## src/rtl/pipeline_pkg.sv

```systemverilog
// Shared pipeline definitions: load Funct3 encodings, writeback buffer
// occupancy states and the default datapath width.
package pipeline_pkg;

    localparam int DATA_W_DEF = 32;

    localparam logic [2:0] F3_LB  = 3'b000;
    localparam logic [2:0] F3_LH  = 3'b001;
    localparam logic [2:0] F3_LW  = 3'b010;
    localparam logic [2:0] F3_LBU = 3'b100;
    localparam logic [2:0] F3_LHU = 3'b101;

    typedef enum logic [1:0] {
        ST_EMPTY = 2'd0,
        ST_ONE   = 2'd1,
        ST_TWO   = 2'd2
    } wb_state_e;

endpackage

```

## src/rtl/load_formatter.sv

```systemverilog
// Combinational load formatter: selects the addressed byte/half of a raw
// memory word and sign- or zero-extends it according to Funct3.
module load_formatter
    import pipeline_pkg::*;
#(
    parameter int DATA_W = DATA_W_DEF
) (
    input  logic [DATA_W-1:0] RawData,
    input  logic [1:0]        AddrLsb,
    input  logic [2:0]        Funct3,
    input  logic              MemtoReg,
    output logic [DATA_W-1:0] FormattedData
);

    logic [7:0]  w_byte;
    logic [15:0] w_half;

    always_comb begin
        w_byte = RawData[7:0];
        unique case (AddrLsb)
            2'd0: w_byte = RawData[7:0];
            2'd1: w_byte = RawData[15:8];
            2'd2: w_byte = RawData[23:16];
            2'd3: w_byte = RawData[31:24];
            default: w_byte = RawData[7:0];
        endcase
    end

    // Halfword select ignores AddrLsb[0]; misaligned halves are not split.
    assign w_half = AddrLsb[1] ? RawData[31:16] : RawData[15:0];

    always_comb begin
        FormattedData = RawData;
        if (MemtoReg) begin
            case (Funct3)
                F3_LB:   FormattedData = {{(DATA_W-8){w_byte[7]}}, w_byte};
                F3_LBU:  FormattedData = {{(DATA_W-8){1'b0}}, w_byte};
                F3_LH:   FormattedData = {{(DATA_W-16){w_half[15]}}, w_half};
                F3_LHU:  FormattedData = {{(DATA_W-16){1'b0}}, w_half};
                F3_LW:   FormattedData = RawData;
                default: FormattedData = RawData;
            endcase
        end
    end

endmodule

```

## src/rtl/wb_stage_buffer.sv

```systemverilog
// MEM/WB stage register with valid/ready handshake, optional one-entry skid
// buffer, and load formatting at capture so write data is a pure register.
module wb_stage_buffer
    import pipeline_pkg::*;
#(
    parameter int DATA_W  = DATA_W_DEF,
    parameter int RD_W    = 5,
    parameter int SKID_EN = 1
) (
    input  logic              CLK,
    input  logic              RESET,
    input  logic              FlushW,
    input  logic              InValidM,
    output logic              InReadyM,
    input  logic              RegWriteM,
    input  logic              MemtoRegM,
    input  logic [DATA_W-1:0] ReadDataM,
    input  logic [DATA_W-1:0] ComputeResultM,
    input  logic [1:0]        AddrLsbM,
    input  logic [RD_W-1:0]   rdM,
    input  logic [2:0]        Funct3M,
    output logic              OutValidW,
    input  logic              OutReadyW,
    output logic              RegWriteW,
    output logic [RD_W-1:0]   rdW,
    output logic [DATA_W-1:0] WriteDataW,
    output logic [2:0]        Funct3W
);

    wb_state_e         r_state;
    logic              r_in_ready;

    logic              r_head_rw;
    logic [RD_W-1:0]   r_head_rd;
    logic [DATA_W-1:0] r_head_data;
    logic [2:0]        r_head_f3;

    logic              r_skid_rw;
    logic [RD_W-1:0]   r_skid_rd;
    logic [DATA_W-1:0] r_skid_data;
    logic [2:0]        r_skid_f3;

    logic [DATA_W-1:0] w_fmt;
    logic [DATA_W-1:0] w_in_data;
    logic              w_accept;
    logic              w_pop;

    load_formatter #(
        .DATA_W (DATA_W)
    ) u_fmt (
        .RawData       (ReadDataM),
        .AddrLsb       (AddrLsbM),
        .Funct3        (Funct3M),
        .MemtoReg      (MemtoRegM),
        .FormattedData (w_fmt)
    );

    assign w_in_data = MemtoRegM ? w_fmt : ComputeResultM;

    assign OutValidW = (r_state != ST_EMPTY);
    // Skid mode breaks the OutReadyW -> InReadyM path with a registered ready.
    assign InReadyM  = (SKID_EN != 0) ? r_in_ready : (!OutValidW || OutReadyW);
    assign w_accept  = InValidM && InReadyM;
    assign w_pop     = OutValidW && OutReadyW;

    assign RegWriteW  = w_pop && r_head_rw && (r_head_rd != '0);
    assign rdW        = r_head_rd;
    assign WriteDataW = r_head_data;
    assign Funct3W    = r_head_f3;

    always_ff @(posedge CLK) begin
        if (RESET) begin
            r_state     <= ST_EMPTY;
            r_in_ready  <= 1'b1;
            r_head_rw   <= 1'b0;
            r_head_rd   <= '0;
            r_head_data <= '0;
            r_head_f3   <= '0;
        end else if (FlushW) begin
            r_state    <= ST_EMPTY;
            r_in_ready <= 1'b1;
        end else begin
            unique case (r_state)
                ST_EMPTY: begin
                    if (w_accept) begin
                        r_head_rw   <= RegWriteM;
                        r_head_rd   <= rdM;
                        r_head_data <= w_in_data;
                        r_head_f3   <= Funct3M;
                        r_state     <= ST_ONE;
                    end
                end
                ST_ONE: begin
                    if (w_accept && w_pop) begin
                        r_head_rw   <= RegWriteM;
                        r_head_rd   <= rdM;
                        r_head_data <= w_in_data;
                        r_head_f3   <= Funct3M;
                    end else if (w_accept && (SKID_EN != 0)) begin
                        r_skid_rw   <= RegWriteM;
                        r_skid_rd   <= rdM;
                        r_skid_data <= w_in_data;
                        r_skid_f3   <= Funct3M;
                        r_state     <= ST_TWO;
                        r_in_ready  <= 1'b0;
                    end else if (w_pop) begin
                        r_state <= ST_EMPTY;
                    end
                end
                ST_TWO: begin
                    if (w_pop) begin
                        r_head_rw   <= r_skid_rw;
                        r_head_rd   <= r_skid_rd;
                        r_head_data <= r_skid_data;
                        r_head_f3   <= r_skid_f3;
                        r_state     <= ST_ONE;
                        r_in_ready  <= 1'b1;
                    end
                end
                default: begin
                    r_state    <= ST_EMPTY;
                    r_in_ready <= 1'b1;
                end
            endcase
        end
    end

endmodule

```

## config.mk

```make
export PLATFORM = sky130hd
export DESIGN_NAME = wb_stage_buffer
export DESIGN_NICKNAME = d
export VERILOG_FILES = /design/src/rtl/pipeline_pkg.sv /design/src/rtl/load_formatter.sv /design/src/rtl/wb_stage_buffer.sv
export SDC_FILE = /design/constraint.sdc
export NUM_CORES = 1
export LEC_CHECK = 0
export ABC_CLOCK_PERIOD_IN_PS = 7000
export BUFFER_PORTS_ARGS = -buffer_cell sky130_fd_sc_hd__buf_2
export CAP_MARGIN = 30
export CORE_UTILIZATION = 28
export DETAILED_ROUTE_END_ITERATION = 7
export SYNTH_ARGS = -nofsm -noshare
export SYNTH_HDL_FRONTEND = slang
export SYNTH_SLANG_ARGS = --single-unit
```

## constraint.sdc

```tcl
create_clock -name CLK -period 7 [get_ports CLK]
set_input_delay 1.4 -clock CLK [delete_from_list [all_inputs] [get_ports CLK]]
set_output_delay 1.4 -clock CLK [all_outputs]
set_load 0.01 [all_outputs]
```

=== Yosys cells after proc, flatten, opt, wreduce, memory -nomap -nowiden ===
Index checks and enable logic that the tools add are counted.

* Word-level logic and storage cells: 74
* RAM bits: 0
* Bits in latches: 0
* Register bits: 85
* Bits in read-only memories: 0
* Memories kept: 0
* Output and inout port bits: 43
* Input bits: 81

* Add/sub/neg operators: 0
* Divide/modulo/power cells: 0
* Reductions and logical operators: 16
* Muxes and demuxes: 30
* Shift operators: 0
* Order comparisons: 0
* Multipliers: 0
* Eq/ne operators: 14
* Bitwise logic cells: 4

{| class="wikitable"
|+ Operators with widths
! operator !! number
|-
| $mux W32 || 4
|-
| $pmux W32 S4 || 1
|-
| $pmux W32 S3 || 1
|-
| $pmux W8 S4 || 1
|-
| $mux W16 || 1
|-
| $mux W5 || 3
|-
| $pmux W5 S3 || 1
|-
| $mux W2 || 5
|-
| $ne A2 B2 Y1 const B || 5
|-
| $reduce_and A5 Y1 || 2
|-
| $mux W3 || 3
|-
| $pmux W3 S3 || 1
|-
| $reduce_and A4 Y1 || 2
|-
| $eq A2 B2 Y1 const B || 3
|-
| $eq A3 B3 Y1 const B || 2
|-
| $mux W1 || 6
|-
| $pmux W1 S3 || 2
|-
| $pmux W2 S3 || 1
|-
| $logic_and A1 B1 Y1 || 5
|-
| $reduce_bool A5 Y1 || 1
|-
| $eq A2 B1 Y1 const B || 2
|-
| $logic_not A2 Y1 || 2
|-
| $not A1 Y1 || 4
|-
| $eq A3 B1 Y1 const B || 1
|-
| 5 further kinds || 5
|}

=== Depth between registers and ports, before layout ===
Gate-level depths: netlist of run 1.

* Word-level depth: 6
* Mapped depth: 8
* Depth with buffers taken out: 5

=== Modules after synthesis ===
A second synthesis of run 1 with hierarchy kept.

* Cells, all modules: 443
* Area total of the unflattened synthesis: 4603.2 um^2

{| class="wikitable"
|+ Modules (own cells, without submodules)
! module !! area an instance (um^2) !! cells an instance !! times used
|-
| wb_stage_buffer || 3788.6 || 321 || 1
|-
| load_formatter || 814.5 || 122 || 1
|}

=== Worst setup path before layout of run 1 ===
No wires, ideal clock.

* Path type: input port to flip-flop
* Start point: in RESET
* End point: reg r_skid_data[0], enable pin
* Setup slack: 0.895 ns
* Arrival: 5.559 ns
* Setup time: 0.546 ns
* Buffers on the path: 1
* Stages: 2
* Cells stage by stage: clkbuf_1 nor4_1

* Word-level cells in the longest chain between the ends: 2

{| class="wikitable"
|+ Ends and longest elaborated chain
! what !! line !! RTL
|-
| start: declaration || wb_stage_buffer.sv:11 || <nowiki>input logic RESET,</nowiki>
|-
| $not A1 Y1 (no source line) || n/a ||
|-
| $reduce_and A5 Y1 (no source line) || n/a ||
|-
| end signal: assignment || wb_stage_buffer.sv:102 || <nowiki>r_skid_data <= w_in_data;</nowiki>
|-
| end: declaration || wb_stage_buffer.sv:40 || <nowiki>logic [DATA_W-1:0] r_skid_data;</nowiki>
|}

No other way between the ends.
A chain may end at the register's enable or synchronous reset.

=== Final worst setup path of run 1 ===
* Start point: in MemtoRegM
* End point: reg r_head_data[16], in the netlist WriteDataW[16]

* Word-level cells in the longest chain between the ends: 3
* Elaborated cells on any way between the ends: 4
* Those cells by class: mux: 4

{| class="wikitable"
|+ Ends and longest elaborated chain
! what !! line !! RTL
|-
| start: declaration || wb_stage_buffer.sv:16 || <nowiki>input logic MemtoRegM,</nowiki>
|-
| $mux W32 (*) || wb_stage_buffer.sv:58 || <nowiki>assign w_in_data = MemtoRegM ? w_fmt : ComputeResultM;</nowiki>
|-
| $mux W32 (on tied branches) || wb_stage_buffer.sv:94, wb_stage_buffer.sv:85 ||
|-
| $pmux W32 S3 (*) || wb_stage_buffer.sv:83 || <nowiki>unique case (r_state)</nowiki>
|-
| end signal: assignment || wb_stage_buffer.sv:88 || <nowiki>r_head_data <= w_in_data;</nowiki>
|-
| end signal: assignment || wb_stage_buffer.sv:97 || <nowiki>r_head_data <= w_in_data;</nowiki>
|-
| end signal: assignment || wb_stage_buffer.sv:114 || <nowiki>r_head_data <= r_skid_data;</nowiki>
|-
| end: declaration || wb_stage_buffer.sv:35 || <nowiki>logic [DATA_W-1:0] r_head_data;</nowiki>
|}

Mark *: on every way between the ends. The rest lies on a longest branch, timed or not. The select of a mux whose other input is x is not followed.

==> results of run 1 <==
==> state kept, by name (all words and copies together), names as in the netlist <==
name	count
Funct3W	3
InReadyM	1
WriteDataW	32
r_head_rw	1
r_skid_data	32
r_skid_f3	3
r_skid_rd	5
r_skid_rw	1
r_state	2
rdW	5
==> routing by layer <==
layer	wire length (um)	vias to the layer above
li1	-	1879
met1	6336	1990
met2	6708	171
met3	908	27
met4	437	0
met5	0	-
==> kinds of logic (layout without fill, tap and decap cells) <==
family	Yosys count	count (layout)	synth area share, %
xor+xnor	1	1	0.2010
buf+inv	56	160	6.315
compound gates	141	141	24.97
mux	9	9	2.382
simple gates	156	156	17.68
flops	85	85	48.45
==> critical path, delay by kind of cell <==
family / cells / cell delay (ns)
buffers and inverters: 2 / 1.02
AND/OR/NAND/NOR: 3 / 0.97
AO/OA/AOI/OAI: 1 / 0.32
==> report_power, final <==
group | internal [mW] | switching (mW)
clock | 0.346 | 0.188
sequential | 0.541 | 0.0103
combinational | 0.0727 | 0.115
total | 0.960 | 0.313
==> cells in the final DEF, fill, tap and decap left out, types with 4 or more instances in the layout <==
| cell | synthesis | layout |
|---|---|---|
| sky130_fd_sc_hd__a211oi_1 | 10 | 10 |
| sky130_fd_sc_hd__a21oi_1 | 19 | 19 |
| sky130_fd_sc_hd__a221oi_2 | 15 | 15 |
| sky130_fd_sc_hd__a222oi_1 | 5 | 5 |
| sky130_fd_sc_hd__a22oi_1 | 13 | 13 |
| sky130_fd_sc_hd__a311oi_1 | 15 | 15 |
| sky130_fd_sc_hd__a31oi_1 | 8 | 8 |
| sky130_fd_sc_hd__a41oi_1 | 9 | 9 |
| sky130_fd_sc_hd__and3b_1 | 9 | 9 |
| sky130_fd_sc_hd__buf_2 | 12 | 123 |
| sky130_fd_sc_hd__buf_4 | 5 | 4 |
| sky130_fd_sc_hd__clkbuf_16 | 0 | 9 |
| sky130_fd_sc_hd__dfxtp_1 | 44 | 44 |
| sky130_fd_sc_hd__edfxtp_1 | 41 | 41 |
| sky130_fd_sc_hd__inv_1 | 16 | 16 |
| sky130_fd_sc_hd__mux2i_1 | 7 | 7 |
| sky130_fd_sc_hd__nand2_1 | 81 | 81 |
| sky130_fd_sc_hd__nor2_1 | 31 | 30 |
| sky130_fd_sc_hd__o21ai_0 | 29 | 29 |
| sky130_fd_sc_hd__o22ai_1 | 4 | 4 |
| sky130_fd_sc_hd__or3_1 | 7 | 7 |
==> final cells by class <==
cell class	count	area, um2	area share [%]
inverters	16	60.06	1.110
repair buffers	129	693.2	12.81
multi-input cells	307	1981	36.61
clock buffers	10	229.0	4.232
well taps	188	235.2	4.348
clock inverters	5	100.1	1.850
flip-flops and latches	85	2112	39.04
==> worst paths after layout <==
check | to
setup reg to reg | WriteDataW[30]
setup / recovery | WriteDataW[16]
hold reg to reg | WriteDataW[23]
hold / removal | WriteDataW[23]
==> summary.md, run 1 <==
The run finished with clean final reports. After global routing the overflow that remains totals 0. For this run, the leading register cell type out of synthesis is sky130_fd_sc_hd__dfxtp_1. The kind of start point of the critical path was an input port. The critical path goes through buf_2 -> inv_1 -> nor3_2 -> nand4_4 -> nor2b_4 -> a221oi_1.

Summing the sequential cell areas from Yosys gives 48.45% of the chip area. The post-cts resize count was 0; the post-placement setup slack was 3.202 ns. TritonCTS built the clock tree. The routed layout has 4067 vias. The logs give 0 for the final hold violation count and 4.58 ns for the worst setup slack for register-to-register paths.

Clock period minus final worst setup slack: 3.515 ns. The startpoint identified for the worst hold timing path is WriteDataW[23]. Along the worst hold path, the cell count comes to 2. For this run, global-route usage on met2 was measured as 28.40%. In this run the most used layer during global routing was met2.

After clock tree synthesis, the setup repair step added 0 buffers. The commonest cells after synthesis are sky130_fd_sc_hd__nand2_1 (81), sky130_fd_sc_hd__dfxtp_1 (44), sky130_fd_sc_hd__edfxtp_1 (41). At the end of the flow, the number of nets in the layout was 629. After clock tree synthesis, the clock-pin slew on the worst setup and hold paths is 0.06 ns. In this run, synthesis inferred 41 flip-flops with an integrated enable. Buffers inserted to repair hold after CTS numbered 0.

The total DRC errors in the routed layout came out at 0. Number of storage elements in the synthesis netlist: 85. The critical setup path kind was in -> reg. 124 I/O pins were placed.

In this run the worst path has a maximum fanout of 36. The all-layer global routing usage is 17.97%. Of the post-synthesis cell area, the dominant cell type holds 28.24%. For the worst-case headroom to the max-slew limit, the log shows 46.94%.

For the number of nets still failing antenna checks after routing, the log shows 0. On the final layout, the worst hold slack is 0.4714 ns. Setup total negative slack on the finished layout was measured at 0 ns.

The later pin in the worst-skew pair is clocked with a latency of 0.33 ns. On the critical path, the stage with the largest delay is an instance of sky130_fd_sc_hd__inv_1. The run gives 0 as the final count of pins violating max slew.

The total inserted antenna cells came out at 0. The post-synthesis net count is 529, and the number of search-and-repair iterations in the first detailed-routing pass is 7. Entering global routing, the biggest net connects 45 pins. Setup repair after global routing left no endpoint under its margin. The proportion of synthesized flip-flops having asynchronous set or reset was 0%. After floorplanning, the core was divided into 45 placement rows.

In the final layout, the share of cells above drive strength 1 is 30.62%. The clock root buffer master is sky130_fd_sc_hd__clkbuf_16. For the core footprint, the log shows 15200 um2. For the number of standard cells in the layout, taps in and fillers out, the log shows 740. Worst path arrival time: 3.75 ns. Sorting the synthesized cells by area gives the leading types as sky130_fd_sc_hd__edfxtp_1 (28%), sky130_fd_sc_hd__dfxtp_1 (20%), sky130_fd_sc_hd__nand2_1 (7.0%), sky130_fd_sc_hd__a221oi_2 (5.2%), sky130_fd_sc_hd__o21ai_0 (3.3%). Of all cell types, the one taking the most synthesized area is sky130_fd_sc_hd__edfxtp_1.

STA puts the critical path data required time at 7.23 ns. Static leakage power: 2.241 nW. The upper clock frequency limit is 284.5 MHz, and the full die area is 16070 um2. The path depth of the worst reg2reg path is 6, and the maximum VDD drop is 0.1072 mV.

The initial standard-cell utilization of the core was 28.67%; the mean number of vias per cell was 5.496. For met1 alone, demand over resource in global routing was 24.16%. The power per unit of standard cell area is 235.3 nW/um2, and the per-cell routed wire length is 19.45 um.

The min-delay analysis places its worst path in the category reg -> reg. Summing internal, switching and leakage power gives 1.273 mW. Across the routed clock network, the largest skew measured is 0.005941 ns. The origin of the worst setup path is MemtoRegM. The logs give 85 for the clock sink count and 0.7941 for the weighted congestion reported at the end of routability-driven placement. The logs give 314 for the initial DRC count and 35.59% for the final core utilization.

The clock passes through at most 2 buffers. Max-cap violations in this run came to 0. The logs give 1549 for the count of fill cells added during filler insertion and 22020 um for the global-route wire length before repair. In this run the mean area of a mapped cell was 9.730 um2. The run gives 0 as the count of yosys warnings during synthesis. Launch point of the worst reg-to-reg path: r_state[1]. The tools report the total detailed-routing wirelength as 14390 um. The post-synthesis instance area was 4359 um2. The most instantiated library cell after synthesis was sky130_fd_sc_hd__nand2_1.

The floorplan step set the die height to 126.8 um. The die outline width was 126.8 um; the slew of the pin with the lowest slew margin was 0.7950 ns. The largest single stage delay on the critical path is 0.55 ns. After detailed placement, the total cell area comes to 5081 um2. Global routing used 3.248% of the available met3 tracks. The area growth from synthesis to layout is 24.11%. The number of placed instances, taps included, is 725. The count of port buffers added during placement was 123; the number of standard cells after synthesis was 448. The clock tree synthesis step divided the H-tree into 3 levels. For the total half-perimeter wirelength after legalization and detailed placement, the log shows 10190 um. Setup slack on the critical path of the routed design comes to 3.485 ns.

The worst setup path is captured at a register. After routing the design area is 5410 um2. For the number of different library cells in the post-synthesis netlist, the log shows 58. The total of endpoints with negative setup slack in the final report is 0, and the share of the clock period used by the worst path after layout is 50.22%. The via count of the first global-routing pass came out at 3933. Number of antenna violations at the first check in global routing: 0. The total clock buffers created by CTS is 9.
No activity file was read; power rests on OpenSTA's default activity.
==> run 2, diff against run 1 <==
--- a/config.mk
+++ b/config.mk
@@ -5,7 +5,7 @@
 export SDC_FILE = /design/constraint.sdc
 export NUM_CORES = 1
 export LEC_CHECK = 0
-export ABC_CLOCK_PERIOD_IN_PS = 7000
+export ABC_CLOCK_PERIOD_IN_PS = 3200
 export BUFFER_PORTS_ARGS = -buffer_cell sky130_fd_sc_hd__buf_2
 export CAP_MARGIN = 30
 export CORE_UTILIZATION = 28
==> constraint.sdc (replaced) <==
create_clock -name CLK -period 3.2 [get_ports CLK]
set_input_delay 0.64 -clock CLK [delete_from_list [all_inputs] [get_ports CLK]]
set_output_delay 0.64 -clock CLK [all_outputs]
set_load 0.01 [all_outputs]
==> run 2 against run 1 <==
Against the previous run: sequential cell count did not move; largest cell class unchanged; largest power group unchanged; sequential power rose by 120%; non-clock buffer count rose by 6; setup slack got worse by 2.5 ns.
==> summary.md, run 2 (synthesis results as in run 1) <==
The slew of the pin with the lowest slew margin came out at 0.9028 ns (+0.1078 ns). The via count of the first global-routing pass came out at 3905 (-0.71%). Core footprint: 15200 um2 (unchanged). The initial standard-cell utilization of the core was 28.67% (unchanged). The die height is 126.8 um (unchanged), and the share of the clock period used by the worst path after layout is 70.07%. The number of vias after detailed routing is 4058 (-0.22%). The worst setup path is captured at an output port. The all-layer global routing usage came out at 18.28% (+0.32 points). The fraction of power consumed by combinational cells was 14.7% (about the same).

Mean number of vias per cell: 5.432 (-1.2%). For the total detailed-routing wirelength, the log shows 14860 um (+3.3%). Clock period minus final worst setup slack: 2.242 ns. The flow ran to the end, and the final reports show no timing, DRC or antenna violations. The critical-path cell with the highest stage delay was sky130_fd_sc_hd__or4_1. The power per unit of standard cell area is 519.7 nW/um2 (+120%).

The relative area change from synthesis to final layout is 24.83%, and the post-placement setup slack is 0.7217 ns (-2.480 ns). The tools report the maximum number of pins on one net before global-route repair as 42 (-6.7%). Setup repair after global routing left no endpoint under its margin. The library cell used most frequently in the layout, excluding fill and tap cells, is sky130_fd_sc_hd__buf_2.

The tools report the maximum level of the CTS H-tree as 3 (unchanged). The tools report the sequential fraction of design power as 42.7% (-0.6 points). The buffer levels on the longest clock path is 2 (unchanged), and the number of placed I/O pins is 124 (unchanged). Clock latency of the later-clocked register in the worst-skew pair: 0.34 ns (about the same). The number of antenna violations at the first check in global routing was 0 (unchanged).

The run gives 0.4710 ns (-0.0003510 ns) as the worst-case hold slack. The worst path arrival time is 1.60 ns (-2.15 ns), and the count of fill cells added during filler insertion is 1542 (-0.45%). The largest clock skew in the final design came out at 0.008722 ns (+0.002781 ns).

The maximum fanout along the worst path was 3 (-92%). The cell sitting at the root of the clock tree is a sky130_fd_sc_hd__clkbuf_16. The run gives 0 (unchanged) as the total of endpoints with negative setup slack in the final report. For the cell internal power dissipation, the log shows 2.109 mW (+120%). The least setup slack across all paths after layout is 0.9577 ns (-2.527 ns), and the total half-perimeter wirelength after legalization and detailed placement is 10600 um (+4.0%).

The tools report the number of search-and-repair iterations in the first detailed-routing pass as 7 (unchanged). Critical setup path kind: reg -> out. The clock network fraction of design power was 42.6% (+0.7 points). The required time of the worst setup path came out at 2.56 ns (-4.67 ns). The logs give 635 (+0.95%) for the final layout net count and 0.8527 (+7.4%) for the weighted congestion reported at the end of routability-driven placement. The number of nets still failing antenna checks after routing was 0 (unchanged). The number of standard cells in the layout, taps in and fillers out is 747 (+0.95%), and the count of port buffers added during placement is 123 (unchanged). The overall power consumption was 2.828 mW (+120%); the final sum of negative setup slack was 0 ns (unchanged). Clock slew at the register clock pins of the worst setup and hold paths: 0.06 ns (about the same). The kind of cell with the highest combined delay along the critical path is simple AND/OR/NAND/NOR gates. The final count of pins violating max slew is 0 (unchanged), and the buffer and inverter count on the worst path is 1 (-1).

The clock sink count was 85 (unchanged). The global-route congestion overflow total came out at 0 (unchanged). For the post-cts resize count, the log shows 0 (unchanged).

The tools report the initial DRC count as 303 (-3.5%). The die outline width is 126.8 um (unchanged), and the critical path's largest stage delay is 0.55 ns (about the same). Static timing analysis puts the maximum clock frequency at 446.0 MHz. The ratio of cells with drive above 1 in the final layout was 31.31% (+0.69 points).

The switching part of the total is 25.42% (+0.80 points). TritonCTS built the clock tree. For the number of post-CTS setup repair buffers, the log shows 0 (unchanged). Number of maximum-capacitance violations: 0 (unchanged). The total net switching power is 718.9 uW (+130%). The kind of start point of the critical path is a register. The final hold violation count is 0 (unchanged). Static leakage power: 2.259 nW (+0.80%). The per-cell routed wire length was 19.89 um (+2.3%); the total DRC errors in the routed layout was 0 (unchanged). In this run the worst hold path is classified as reg -> reg.

The tools report the number of placement rows as 45 (unchanged). Total inserted antenna cells: 0 (unchanged). The maximum VDD drop was 0.3084 mV (+190%).

The logs give 22340 um (+1.5%) for the global-route wire length before repair and 16070 um2 (unchanged) for the full die area. The number of buffers inserted for hold repair after clock tree synthesis was 0 (unchanged). The critical path goes through or4_1 -> o2111a_1 -> buf_2.

The total clock buffers created by CTS came out at 9 (unchanged). For the cell total after placement, the log shows 731 (+0.83%). The worst-case headroom to the max-slew limit was 39.75% (-7.2 points). The library cells used most frequently in the layout, excluding fill and tap cells, are sky130_fd_sc_hd__buf_2 (123), sky130_fd_sc_hd__nand2_1 (81), sky130_fd_sc_hd__dfxtp_1 (44).
==> run 2: cell count changes in the layout (fill, tap and decap cells not counted) <==
| cell | delta |
|---|---|
| sky130_fd_sc_hd__buf_4 | +8 |
| sky130_fd_sc_hd__clkinv_2 | -2 |
| sky130_fd_sc_hd__buf_12 | -1 |
| sky130_fd_sc_hd__buf_16 | -1 |
| sky130_fd_sc_hd__clkinv_1 | +1 |
| sky130_fd_sc_hd__clkinvlp_4 | +1 |
| sky130_fd_sc_hd__inv_6 | +1 |
| sky130_fd_sc_hd__nor4_2 | -1 |
| sky130_fd_sc_hd__nor4_4 | +1 |
==> run 2: worst paths after layout <==
| kind | to | startpoint | slack, ns | cells past startpoint |
|---|---|---|---|---|
| worst max register to register | WriteDataW[15] | r_state[0] | 1.09 | 5 |
| worst max-delay path | RegWriteW | rdW[4] | 0.96 | 3 |
| worst min-delay path | WriteDataW[25] | WriteDataW[25] | 0.47 | 2 |
| worst min register to register | WriteDataW[25] | WriteDataW[25] | 0.47 | 2 |
==> run 2: metrics by stage <==
step	util (%)	cell area, um2
2_1_floorplan	-	4374
3_3_place_gp	33.56	5102
3_5_place_dp	33.56	5102
4_1_cts	35.79	5441
5_1_grt	35.79	5441
6_report	35.79	5441
==> run 2: area by class of cell <==
cell class / count / area [um2] / share of cell area, %
sequential: 85 / 2112 / 38.81
multi-input combinational: 307 / 1989 / 36.56
timing repair buffer: 135 / 705.7 / 12.97
tap: 188 / 235.2 / 4.323
clock buffer: 10 / 229.0 / 4.208
clock inverter: 6 / 110.1 / 2.023
inverter: 16 / 60.06 / 1.104
==> run 2: power groups by stage <==
stage               Combinational (mW)  Clock (mW)  Sequential (mW)
detailed placement               0.413           0             1.23
finish                           0.416        1.20             1.21
floorplan                        0.229           0             1.24
global placement                 0.405           0             1.23
CTS                              0.416        1.22             1.21
global route                     0.453        1.26             1.21
==> run 2: worst reg2reg max path: stages (launching register included) <==
cell and delay [ns]:
sky130_fd_sc_hd__dfxtp_1 0.44, sky130_fd_sc_hd__nor2b_2 0.29, sky130_fd_sc_hd__o31a_1 0.65, sky130_fd_sc_hd__buf_4 0.30
sky130_fd_sc_hd__a21oi_1 0.08, sky130_fd_sc_hd__a211oi_1 0.28
==> run 2: layer usage <==
metal  routed length [um]  track usage, %  vias up
li1                     -               -     1899
met1                 6652           24.90     1937
met2                 6750           28.57      193
met3                 1016           3.416       29
met4                  439           7.353        0
met5                    0               0        -
==> run 3, diff against run 2 <==
--- a/config.mk
+++ b/config.mk
@@ -5,7 +5,7 @@
 export SDC_FILE = /design/constraint.sdc
 export NUM_CORES = 1
 export LEC_CHECK = 0
-export ABC_CLOCK_PERIOD_IN_PS = 3200
+export ABC_CLOCK_PERIOD_IN_PS = 2100
 export BUFFER_PORTS_ARGS = -buffer_cell sky130_fd_sc_hd__buf_2
 export CAP_MARGIN = 30
 export CORE_UTILIZATION = 28
==> constraint.sdc (replaced) <==
create_clock -name CLK -period 2.1 [get_ports CLK]
set_input_delay 0.42 -clock CLK [delete_from_list [all_inputs] [get_ports CLK]]
set_output_delay 0.42 -clock CLK [all_outputs]
set_load 0.01 [all_outputs]
==> run 3 against run 2 <==
Against the previous run: critical path type unchanged; cell count increased by 1.3%; non-clock buffer count is 10 higher; sequential power rose by 52%; critical path depth stayed put; sequential share of layout area down 0.80 points; die area unchanged; largest cell class unchanged; register-to-register slack lost 0.86 ns.
==> summary.md, run 3 (synthesis results as in run 1) <==
The logs give 645 (+1.6%) for the final layout net count and 0 (unchanged) for the number of antenna violations at the first check in global routing. The per-cell routed wire length is 18.97 um (-4.6%), and the final count of pins violating max slew is 0 (unchanged). The number of buffers inserted for hold repair after clock tree synthesis is 0 (unchanged).

The most frequent standard cell in the layout excluding fill and tap cells is sky130_fd_sc_hd__buf_2. The total half-perimeter wirelength after legalization and detailed placement was 10110 um (-4.6%). The cell total after placement was 741 (+1.4%); the number of placed I/O pins was 124 (unchanged). Post-cts resize count: 0 (unchanged). The run gives 74.40% (+35 points) as the worst-case headroom to the max-slew limit. Worst path arrival time: 1.62 ns (+0.02 ns). The maximum fanout along the worst path came out at 3 (unchanged). Maximum level of the CTS H-tree: 3 (unchanged).

For the required time of the worst setup path, the log shows 1.68 ns (-0.88 ns). The weighted congestion reported at the end of routability-driven placement is 0.8528 (about the same), and the number of vias after detailed routing is 4081 (+0.57%). The tools report the final hold violation count as 0 (unchanged). The via count of the first global-routing pass is 4000 (+2.4%). The full die area is 16070 um2 (unchanged). The largest clock skew in the final design is 0.005630 ns (-0.003092 ns).

The run gives 1989 um2 (unchanged) as the multi-input gate area in the final layout. Number of maximum-capacitance violations: 0 (unchanged). The die height was 126.8 um (unchanged). Number of nets still failing antenna checks after routing: 0 (unchanged). The run gives 57 (+36%) as the maximum number of pins on one net before global-route repair. The upper clock frequency limit is 489.7 MHz.

For the total of endpoints with negative setup slack in the final report, the log shows 0 (unchanged). The run gives 9 (unchanged) as the total clock buffers created by CTS. The cell sitting at the root of the clock tree is a sky130_fd_sc_hd__clkbuf_16. The total detailed-routing wirelength is 14360 um (-3.3%). All-layer global routing usage: 18.29% (about the same). The tools report the maximum VDD drop as 0.4369 mV (+42%). The count of port buffers added during placement was 123 (unchanged); the worst-case hold slack was 0.2635 ns (-0.2075 ns). The total cell area at the placement stage came out at 5240 um2 (+2.7%). Of the available clock period, the critical path in the final layout requires 97.25%. The total DRC errors in the routed layout was 0 (unchanged); the ratio of cells with drive above 1 in the final layout was 32.51% (+1.2 points). The clock period minus final worst setup slack was 2.042 ns. The library cells used most frequently in the layout, excluding fill and tap cells, are sky130_fd_sc_hd__buf_2 (123), sky130_fd_sc_hd__nand2_1 (81), sky130_fd_sc_hd__dfxtp_1 (44). The critical path is of the reg -> out type. The least setup slack across all paths after layout is 0.05785 ns (-0.8998 ns). The mean number of vias per cell was 5.391 (-0.76%); the relative area change from synthesis to final layout was 27.47%. The die outline width was 126.8 um (unchanged). The logs give 5557 um2 (+2.1%) for the final instance area and 262 (-14%) for the initial DRC count. The static leakage power is 2.316 nW (+2.5%). For the buffer levels on the longest clock path, the log shows 2 (unchanged). TritonCTS built the clock tree. The path class of the tightest hold or removal check is in -> reg. The number of post-CTS setup repair buffers is 0 (unchanged). The number of search-and-repair iterations in the first detailed-routing pass is 5 (-2).

Setup repair after global routing left no endpoint under its margin. The number of placement rows was 45 (unchanged). The worst setup path is captured at an output port.

For the global-route wire length before repair, the log shows 22470 um (+0.56%). The global-route congestion overflow total was 0 (unchanged); the clock latency of the later-clocked register in the worst-skew pair was 0.35 ns (about the same). The clock sink count was 85 (unchanged). The slew of the pin with the lowest slew margin is 0.3840 ns (-0.5188 ns), and the power per unit of standard cell area is 758.8 nW/um2 (+46%). The initial standard-cell utilization of the core is 28.67% (unchanged), and the clock slew at the register clock pins of the worst setup and hold paths is 0.06 ns (about the same). The total inserted antenna cells is 0 (unchanged). STA classifies the critical path startpoint as a register.

For the number of standard cells in the layout, taps in and fillers out, the log shows 757 (+1.3%). The run finished with clean final reports. The logs give 1595 (+3.4%) for the count of fill cells added during filler insertion and 15200 um2 (unchanged) for the core footprint.

The tools report the combined flip-flop and latch cell area as 2112 um2 (unchanged). The post-placement setup slack is 0.1465 ns (-0.5751 ns).
[run 3: worst paths after layout]
path | start | to | slack [ns] | cells past startpoint
min | rdM[2] | r_skid_rd[2] | 0.26 | 1
max reg2reg | r_state[1] | WriteDataW[17] | 0.23 | 6
max | rdW[4] | RegWriteW | 0.06 | 3
min reg2reg | WriteDataW[30] | WriteDataW[30] | 0.47 | 2
[run 3: critical path, stage by stage (launching register included)]
cell and delay [ns]:
sky130_fd_sc_hd__dfxtp_1 0.32, sky130_fd_sc_hd__or4_1 0.56, sky130_fd_sc_hd__o2111a_1 0.25, sky130_fd_sc_hd__buf_2 0.14
[run 3: per-stage QoR]
stage               util, %  TNS (ns)  total power [mW]
floorplan                 -    -13.39             2.247
global placement      34.47         0             2.513
detailed placement    34.47         0             2.526
CTS                   36.55         0             4.264
global route          36.55         0             4.389
finish                36.55         0             4.216
[run 3: report_power, final]
group | internal (mW) | switching (mW)
sequential | 1.80 | 0.0331
clock | 1.05 | 0.676
combinational | 0.268 | 0.388
total | 3.12 | 1.10
[run 3: layer usage]
metal	GRT usage [%]	wire length, um
met5	0	0
met4	5.952	325
met1	24.85	6412
met3	4.977	1233
met2	28.08	6393
[run 3: layout make-up]
| type | count | share of cell area, % |
|---|---|---|
| clock buffers | 11 | 4.188 |
| clock inverters | 5 | 1.509 |
| inverters | 16 | 1.081 |
| multi-input cells | 307 | 35.80 |
| flip-flops and latches | 85 | 38.01 |
| well taps | 188 | 4.233 |
| repair buffers | 145 | 15.18 |
